### src/rtl/clkgen_pkg.sv
// Shared constants for the programmable clock generator.
// half_count() turns a target output frequency into a half-period terminal count.
package clkgen_pkg;

  localparam int SYS_CLK_HZ = 100_000_000;

  function automatic int half_count(input int f_out);
    return SYS_CLK_HZ / (2 * f_out) - 1;
  endfunction

endpackage

### src/rtl/clkgen_prog.sv
// Programmable 50% duty clock divider with a double-buffered divisor.
// A new divisor only takes effect at a rising output edge so no phase is ever cut short.
module clkgen_prog
  import clkgen_pkg::*;
#(
  parameter int CNT_W        = 8,
  parameter int DEFAULT_HALF = half_count(200_000)
) (
  input  logic             clk_100MHz,
  input  logic             reset,
  input  logic             enable,
  input  logic [CNT_W-1:0] div_half,
  input  logic             div_load,
  output logic             clk_out,
  output logic             rise_tick,
  output logic             fall_tick,
  output logic             div_ack,
  output logic             pend_valid
);

  localparam logic [CNT_W-1:0] DEF_HALF = CNT_W'(DEFAULT_HALF);

  logic [CNT_W-1:0] cnt;
  logic [CNT_W-1:0] half_act;
  logic [CNT_W-1:0] pending;
  logic             toggle;
  logic             apply;

  // Divisor handshake: div_load is a fire-and-forget strobe (no backpressure);
  // pend_valid marks an unapplied value, and div_ack pulses once when it becomes active.
  assign toggle = enable && (cnt == half_act);
  assign apply  = toggle && !clk_out && pend_valid;

  always_ff @(posedge clk_100MHz) begin
    if (reset) begin
      cnt        <= '0;
      clk_out    <= 1'b1;
      half_act   <= DEF_HALF;
      pending    <= DEF_HALF;
      pend_valid <= 1'b0;
      rise_tick  <= 1'b0;
      fall_tick  <= 1'b0;
      div_ack    <= 1'b0;
    end else begin
      if (toggle) begin
        cnt <= '0;
      end else if (enable) begin
        cnt <= cnt + CNT_W'(1);
      end
      clk_out   <= clk_out ^ toggle;
      rise_tick <= toggle && !clk_out;
      fall_tick <= toggle && clk_out;
      div_ack   <= apply;
      if (apply) begin
        half_act <= pending;
      end
      // A load coinciding with an apply wins: the old value moves to half_act,
      // the new one stays pending.
      if (div_load) begin
        pending    <= div_half;
        pend_valid <= 1'b1;
      end else if (apply) begin
        pend_valid <= 1'b0;
      end
    end
  end

endmodule

### config.mk
export PLATFORM = sky130hd
export DESIGN_NAME = clkgen_prog
export DESIGN_NICKNAME = d
export VERILOG_FILES = /design/src/rtl/clkgen_pkg.sv /design/src/rtl/clkgen_prog.sv
export SDC_FILE = /design/constraint.sdc
export NUM_CORES = 1
export LEC_CHECK = 0
export ABC_AREA = 1
export BUFFER_PORTS_ARGS = -buffer_cell sky130_fd_sc_hd__buf_4
export CAP_MARGIN = 20
export CORE_MARGIN = 5
export CORE_UTILIZATION = 56
export CTS_CLUSTER_DIAMETER = 50
export DETAILED_ROUTE_END_ITERATION = 7
export PLACE_DENSITY = 0.78
export SETUP_SLACK_MARGIN = 0.4
export SLEW_MARGIN = 20
export SYNTH_ARGS = -nofsm -noshare
export SYNTH_HDL_FRONTEND = slang
export SYNTH_SLANG_ARGS = --single-unit
### constraint.sdc
create_clock -name clk_100MHz -period 3.6 [get_ports clk_100MHz]
set_input_delay 0.9 -clock clk_100MHz [delete_from_list [all_inputs] [get_ports clk_100MHz]]
set_output_delay 0.9 -clock clk_100MHz [all_outputs]
set_load 0.005 [all_outputs]
-- Word-level counts from Yosys, hierarchy flattened
Cells that the tools add are included.
- add/sub/neg operators: 1
- equal/unequal tests: 1
- muxes and demuxes: 2
- bitwise operators: 1
- reduce and logical (&&, ||, !) cells: 7
- operators by type and width (kind ; count):
    $add A8 B1 Y8 const B ; 1
    $eq A8 B8 Y1 ; 1
    $logic_and A1 B1 Y1 ; 4
    $mux W1 ; 2
    $reduce_bool A2 Y1 ; 1
    $reduce_or A2 Y1 ; 1
    $logic_not A1 Y1 ; 1
    $xor A1 B1 Y1 ; 1
- flip-flop bits (word level): 29
- input port bits: 12

-- Longest topological paths before layout
Gate-level depths: netlist of the first run.
- depth in word-level cells: 6
- mapped depth: 12

-- Least setup slack after synthesis of the first run
Ideal clock, no wire load.
- path type: input port to flip-flop
- from: input enable
- to: register half_act[5]
- arrival: 1.924 ns
- data required time: 3.462 ns
- slack: 1.538 ns
- stages on the path: 8
- path buffers: 1
- cells stage by stage: nand4_1 > or2_1 > nor2_1 > ha_1 > nand2_1 > inv_1 > buf_2 > o211ai_1
- cells in the longest elaborated chain, start to end: 3
- RTL lines (what ; RTL line ; text):
    start, declared ; clkgen_prog.sv:11 ; input logic enable,
    $logic_and A1 B1 Y1 ; clkgen_prog.sv:31 ; assign toggle = enable && (cnt == half_act);
    $logic_and A1 B1 Y1 (2 in series) ; clkgen_prog.sv:32 ; assign apply = toggle && !clk_out && pend_valid;
    end signal, assigned ; clkgen_prog.sv:55 ; half_act <= pending;
    end, declared ; clkgen_prog.sv:24 ; logic [CNT_W-1:0] half_act;
No other way between the ends.
A chain may end at the register's enable or synchronous reset.

-- Worst setup path after layout of the first run
- from: input enable
- to: register half_act[0]
Same word-level chain as after synthesis.

==> results of run 1 <==
[area by class of cell]
| cell class | instances | area share |
|---|---|---|
| inverters | 24 | 0.0622 |
| clock buffers | 7 | 0.0426 |
| clock inverters | 1 | 0.00328 |
| multi-input cells | 121 | 0.410 |
| flip-flops and latches | 29 | 0.380 |
| well taps | 28 | 0.0229 |
| repair buffers | 16 | 0.0786 |
[layer usage]
metal  up-vias  wire length (µm)  track usage
li1        587                 -            -
met1       492              1070        0.193
met2        24              1260        0.271
met3         4               128       0.0570
met4         0                43       0.0728
met5         -                 0            0
[worst reg2reg max path, delay by kind of cell, from the launching register on]
| kind | cells | cell delay [ps] |
|---|---|---|
| AND/OR/NAND/NOR | 7 | 810 |
| flip-flops | 1 | 400 |
| buffers and inverters | 2 | 350 |
| adder cells (fa/ha/maj) | 1 | 200 |
| AO/OA/AOI/OAI | 1 | 90 |
[per-stage QoR]
step                utilization  power, mW  setup slack [ps]  cells
finish                    0.684      0.598              1540    226
global route              0.684      0.624              1340    226
CTS                       0.684      0.600              1550    226
detailed placement        0.653      0.384              1230    218
global placement          0.653      0.382              1340    218
floorplan                     -      0.366              1540    177
[sequential cells by signal, indices dropped and copies added (netlist names)]
signal and flops:
clk_out 1, div_ack 1, fall_tick 1, pending 8, cnt 8, pend_valid 1
rise_tick 1, half_act 8
[worst max-delay path by stage]
| stage | start | endpoint | depth (start not counted) |
|---|---|---|---|
| floorplan | enable | half_act[5] | 8 |
| global placement | enable | half_act[6] | 8 |
| detailed placement | enable | half_act[7] | 9 |
| CTS | enable | half_act[7] | 9 |
| global route | enable | half_act[5] | 9 |
| finish | enable | half_act[0] | 9 |
[report_power, final]
part | total [mW] | internal [mW] | switching [mW]
sequential | 0.336 | 0.330 | 0.00621
clock | 0.221 | 0.113 | 0.108
combinational | 0.0407 | 0.0183 | 0.0224
total | 0.598 | 0.461 | 0.137
[cells in the mapped netlist, drive strengths merged]
cell type  number
a21oi           4
and3            1
buf             2
clkbuf          1
clkinv          1
dfxtp          29
ha              3
inv            23
nand2          55
nand3           9
nand4           3
nor2           25
nor3            1
o211ai          5
o21ai           7
or2             2
xor2            6
[kinds of logic (layout without fill, tap and decap cells)]
family / Yosys count / count (layout) / synth area share
XOR/XNOR: 6 / 6 / 0.0399
buffers and inverters: 27 / 48 / 0.0827
AND/OR/NAND/NOR: 96 / 96 / 0.335
AO/OA/AOI/OAI: 16 / 16 / 0.0732
flip-flops: 29 / 29 / 0.441
adder cells (fa/ha/maj): 3 / 3 / 0.0285
==> summary.txt, run 1 <==
worst r2r src: cnt[1]
final setup fails: 0
Die W: 58.5 µm
Sequential Area: 581 µm²
largest net degree at the start of global routing: 19
Clock Skew: 6.31 ps
kind of critical path: input pin to flop
Top Family by Delay on Critical Path: simple AND/OR/NAND/NOR gates
CTS clock-pin slew for the worst setup and hold paths: 90 ps
Nets: 212
Mapped Cells: 177
CTS buffer count: 5
final hold slack: 464 ps
Vert. Die Dim: 58.5 µm
post-cts resize count: 0
top cell type's share of synthesized area: 0.441
post-synth top area cell: dfxtp_1
core area: 2230 µm²
clock root cell: clkbuf_4
vias per inst: 4.90
CTS Sinks: 29
Post-DP HPWL: 1.91 mm
Synth Register Bits: 29
Final min period: 2060 ps
Post-DP Area: 1460 µm²
CP Buf/Inv Count: 2
first-pass GRT wire length: 4.35 mm
worst hold-check path type: flop to flop
final instance area: 1530 µm²
RSZ-0062 raised after global routing: false
top cells by area in the synthesized netlist: dfxtp_1 44%, nand2_1 15%, inv_1 6.0%
Syn. warnings: 0
Seq/Total Area, Yosys: 0.441
hold path endpoint: half_act[4]
pwr dens: 391 nW/µm²
CP Data Required Time: 3840 ps
Worst path max stage delay: 270 ps
Fin. Hold Viols: 0
Mapped Avg Cell Area: 7.44 µm²
Worst path slowest cell: inv_1
antenna fix cells: 0
starting density of the core: 0.589
Worst Setup End Kind: flop
area of the multi-input gates: 627 µm²
CP startpoint kind: input pin
I/O Pins: 17
RePlAce Congestion: 0.845
Worst Hold Launch: pending[4]
MaxCap Viol Count: 0
layout cells sized above 1: 0.217
Final ANT Viol Nets: 0
LEAKAGE: 0.718 nW
Setup TNS Final: 0 ps
I/O Buffers: 16
area delta synth->final: 16.1%
DR vias: 1107
total die area: 3420 µm²
clock buffer depth: 2
vias in the first global route: 1035
TritonRoute pass-1 iters: 4
Yosys cell types: 26
DRC errors left: 0
drt total wl: 2.50 mm
Slew headroom: 0.798
CTS tree: done
worst slew pin tran: 303 ps
CP max FO: 12
Syn Nets: 192
initial antenna violation count: 0
maximum clock rate: 486 MHz
hold path cells: 2
Reg2Reg Depth: 11
Post-CTS Setup Bufs: 0
grt total ovfl: 0
share of the cycle needed by the critical path after routing: 0.572
commonest cells after routing, fill and taps aside: 52 x nand2_1, 29 x dfxtp_1, 21 x inv_1, 16 x buf_4, 13 x nor2_1
FP Rows: 17
Max VDD drop: 0.000353 V
per-cell routed wire length: 11.1 µm
commonest non-fill, non-tap cell in the layout: nand2_1
Slew Limit Fails: 0
status: finished, final reports clean
CTS Hold Bufs: 0
internal reg-to-reg setup slack: 1660 ps
reg-to-reg endpoint: half_act[0]
CP cell instances: buf_4 -> nand4_1 -> or2_1 -> nor2_1 -> ha_1 -> nand2_1 -> inv_1 -> nand2_1 -> o211ai_1
worst skew pair latency: 310 ps
Total Routing Usage GR: 0.165
Post-Syn Area: 1320 µm²
Layout fillers: 203
H-tree depth: 2
Critical Path AT: 2300 ps
most used cell, CP: nand2_1
Iter 0 DRT Violations: 54
No activity file was read; power rests on OpenSTA's default activity.
==> run 2, diff against run 1 <==
CORE_UTILIZATION = 55   (was 56)
PLACE_DENSITY = 0.76   (was 0.78)
clock period = 1.9 ns   (was 3.6 ns; I/O delays follow)
==> summary.txt, run 2 (synthesis results as in run 1) <==
DRC errors left: 0
layout cells sized above 1: 0.386
vias per inst: 4.97
pwr dens: 656 nW/µm²
initial antenna violation count: 0
biggest registers after layout: cnt x8, half_act x8, pending x8
drt total wl: 2.85 mm
Final ANT Viol Nets: 0
Setup TNS Final: 0 ps
total die area: 3470 µm²
LEAKAGE: 0.756 nW
Final min period: 1680 ps
Slew Limit Fails: 0
RePlAce Congestion: 0.824
area delta synth->final: 24.8%
commonest cells after routing, fill and taps aside: 46 x nand2_1, 24 x buf_4, 20 x dfxtp_1, 14 x inv_1, 13 x nor2_2
RSZ-0062 raised after global routing: true
TritonRoute pass-1 iters: 4
maximum clock rate: 596 MHz
Worst Hold Launch: div_half[5]
worst skew pair latency: 330 ps
Vert. Die Dim: 58.9 µm
Clock Skew: 6.62 ps
DP Worst Slack: 136 ps
worst slew pin tran: 225 ps
Iter 0 DRT Violations: 26
worst hold-check path type: input pin to flop
clock buffer depth: 2
Post-DP HPWL: 1.96 mm
final setup fails: 0
vias in the first global route: 1122
internal reg-to-reg setup slack: 220 ps
Total Routing Usage GR: 0.185
starting density of the core: 0.584
CP startpoint: cnt[2]
grt total ovfl: 0
commonest non-fill, non-tap cell in the layout: nand2_1
CP startpoint kind: flop
DR vias: 1168
per-cell routed wire length: 12.1 µm
FP Rows: 17
core area: 2250 µm²
I/O Pins: 17
Critical Path AT: 1900 ps
CP max FO: 7
first-pass GRT wire length: 4.73 mm
Layout fillers: 188
Die W: 58.9 µm
Nets: 221
Slew headroom: 0.849
Post-DP Area: 1470 µm²
worst r2r src: cnt[2]
largest net degree at the start of global routing: 19
CTS clock-pin slew for the worst setup and hold paths: 90 ps
Overall Power: 1.08 mW
clock root cell: clkbuf_4
Worst Setup End Kind: flop
CP Data Required Time: 2120 ps
kind of critical path: flop to flop
antenna fix cells: 0
status: finished, final reports clean
Fin. Hold Viols: 0
share of the cycle needed by the critical path after routing: 0.883
H-tree depth: 2
MaxCap Viol Count: 0
final instance area: 1640 µm²
final setup margin: 222 ps
CTS tree: done
Max VDD drop: 0.000521 V
CTS buffer count: 5
I/O Buffers: 16
CTS Sinks: 29
==> run 2: cell types whose count changed in the layout (fill, tap and decap cells not counted), moves of 6 or more <==
| cell | change |
|---|---|
| dfxtp_1 | -9 |
| buf_4 | +8 |
| dfxtp_2 | +7 |
| inv_1 | -7 |
| inv_2 | +6 |
| nand2_1 | -6 |
==> run 2: where the power goes <==
group | internal [mW] | leakage, nW | total, mW | switching, mW
Combinational | 0.0382 | 0.487 | 0.0832 | 0.0450
Clock | 0.139 | 0.0310 | 0.359 | 0.220
Sequential | 0.623 | 0.239 | 0.636 | 0.0134
==> run 2: critical path, cell delays in order, from the launching register on <==
cell	delay, ps
dfxtp_4	380
inv_2	40
or2_1	230
and3_1	160
nand2_1	80
nor2_2	50
ha_2	200
nand2_4	120
clkinvlp_4	160
nand2_1	80
o211ai_1	70
==> run 2: routing by layer <==
layer	GRT usage	up-vias	wire length, µm
li1	-	610	-
met1	0.192	522	1210
met2	0.323	26	1450
met3	0.0702	10	131
met4	0.0874	0	66
met5	0	-	0
==> run 2: path summary, 6_finish.rpt <==
kind | cells past startpoint | endpoint
max reg2reg | 10 | half_act[3]
min | 3 | pending[5]
max | 10 | half_act[3]
min reg2reg | 2 | pending[4]
==> run 2: what timing repair did <==
item / in CTS / in global routing
gates resized for setup: 14 / 13
endpoints found under the setup margin: 10 / 13
hold endpoints to repair: 0 / 0
pin swaps: 6 / 8
gates cloned: 1 / 0
buffers inserted: 2 / 6
hold buffers: 0 / 0
==> run 2: metrics by stage <==
step                      hold slack [ps]  std cells   util
after global placement                445        218  0.652
after detailed placement              444        218  0.652
after CTS                             335        229  0.698
after floorplan                       429        177      -
after global routing                  339        235  0.729
final                                 344        235  0.729
==> run 2: cell type report <==
type,count,area (µm²),share of cell area
multi-input combinational,121,671,0.408
sequential,29,597,0.363
timing repair buffer,24,180,0.110
inverter,24,97.6,0.0594
clock buffer,5,37.5,0.0228
tap,28,35.0,0.0213
clock inverter,3,17.5,0.0107
timing repair inverter,1,7.51,0.00457
==> run 3, diff against run 2 <==
CORE_UTILIZATION = 56   (was 55)
CTS_BUF_LIST = sky130_fd_sc_hd__clkbuf_8   (was not set)
GPL_ROUTABILITY_DRIVEN = 0   (was not set)
PLACE_DENSITY = 0.78   (was 0.76)
==> summary.txt, run 3 (synthesis results as in run 1) <==
status: finished, final reports clean
clock buffer depth: 2
Nets: 226
vias in the first global route: 1132
fin cells: 239
Max VDD drop: 0.000620 V
FP Rows: 17
clock root cell: clkbuf_8
Reg2Reg Depth: 10
biggest registers after layout: cnt x8, half_act x8, pending x8
core area: 2230 µm²
final setup fails: 0
Total Routing Usage GR: 0.185
worst skew pair latency: 280 ps
total die area: 3420 µm²
first-pass GRT wire length: 4.76 mm
CP startpoint kind: flop
LEAKAGE: 0.799 nW
H-tree depth: 2
Psw: 0.306 mW
DR vias: 1230
Iter 0 DRT Violations: 49
sequential share of power: 0.470
final hold slack: 400 ps
I/O Buffers: 16
Post-DP Area: 1470 µm²
maximum clock rate: 590 MHz
Setup TNS Final: 0 ps
layout cells sized above 1: 0.393
CP max FO: 7
Vert. Die Dim: 58.5 µm
CTS clock-pin slew for the worst setup and hold paths: 60 ps
drt total wl: 3.31 mm
grt total ovfl: 0
Worst Setup End Kind: flop
CTS tree: done
combinational power share: 0.074
Net Sw Frac: 0.225
Post-DP HPWL: 1.99 mm
Final ANT Viol Nets: 0
Worst path max stage delay: 350 ps
Fin. Hold Viols: 0
I/O Pins: 17
CTS Sinks: 29
starting density of the core: 0.589
# placed instances: 218
CP Data Required Time: 2060 ps
area delta synth->final: 33.9%
DRC errors left: 0
share of the cycle needed by the critical path after routing: 0.892
final instance area: 1760 µm²
largest net degree at the start of global routing: 19
Pint: 1.05 mW
kind of critical path: flop to flop
worst slew pin tran: 227 ps
commonest cells after routing, fill and taps aside: 45 x nand2_1, 25 x buf_4, 19 x dfxtp_1, 14 x inv_1, 12 x nor2_1
Slew headroom: 0.848
CP cell instances: inv_2 -> nand2_2 -> nand4_1 -> nor3_2 -> nand2_2 -> nor2_4 -> ha_4 -> nand2_8 -> clkinvlp_4 -> o211ai_1
hold path cells: 3
CTS buffer count: 5
per-cell routed wire length: 13.8 µm
MaxCap Viol Count: 0
CTS Hold Bufs: 0
internal reg-to-reg setup slack: 200 ps
Critical Path AT: 1850 ps
Layout fillers: 148
Final min period: 1700 ps
commonest non-fill, non-tap cell in the layout: nand2_1
TritonRoute pass-1 iters: 4
Die W: 58.5 µm
most used cell, CP: nand2_2
Slew Limit Fails: 0
pwr dens: 771 nW/µm²
initial antenna violation count: 0
Clock Skew: 2.79 ps
worst hold-check path type: input pin to flop
antenna fix cells: 0
vias per inst: 5.15
Clock Power Share: 0.457
RSZ-0062 raised after global routing: true
Worst path slowest cell: dfxtp_2
run 3: worst paths after layout:
path               startpoint     endpoint
setup / recovery  half_act[1]  half_act[3]
setup reg to reg  half_act[1]  half_act[3]
hold / removal    div_half[7]   pending[7]
hold reg to reg    pending[0]   pending[0]
run 3: final cells by class:
type,instances,area (µm²),share of cell area
repair inverters,1,7.51,0.00426
well taps,28,35.0,0.0199
clock buffers,5,68.8,0.0390
inverters,24,100,0.0568
clock inverters,2,35.0,0.0199
multi-input cells,121,683,0.388
flip-flops and latches,29,601,0.341
repair buffers,29,233,0.132
run 3: what timing repair did:
action / in CTS / in global routing
resized for setup: 15 / 19
pin swaps: 7 / 8
gates cloned: 1 / 0
buffers inserted: 7 / 6
setup endpoints to repair: 10 / 20
run 3: worst max-delay path: cells and delay by family, from the launching register on:
kind | cells | cell delay [ps]
AOI/OAI and AO/OA | 1 | 110
adders and majority gates | 1 | 190
buffers and inverters | 2 | 180
DFF | 1 | 350
and+or+nand+nor | 6 | 740
run 3: power groups by stage:
stage / logic [mW] / registers, mW / clock network, mW
after CTS: 0.0911 / 0.638 / 0.616
after global placement: 0.0745 / 0.651 / 0
after detailed placement: 0.0772 / 0.651 / 0
final: 0.100 / 0.638 / 0.621
after floorplan: 0.0469 / 0.648 / 0
after global routing: 0.111 / 0.640 / 0.654
run 3: metal layers:
layer	track usage	share of wire	up-vias
met2	0.321	0.51	50
met3	0.0548	0.063	17
met5	0	0	-
li1	-	-	619
met1	0.198	0.39	544
met4	0.106	0.038	0
run 3: per-stage QoR:
stage / setup WS, ps / power [mW] / util
after CTS: 252 / 1.34 / 0.747
after global routing: 84.2 / 1.40 / 0.789
final: 205 / 1.36 / 0.789
after detailed placement: 149 / 0.729 / 0.658
after floorplan: 386 / 0.695 / -
after global placement: 236 / 0.725 / 0.658
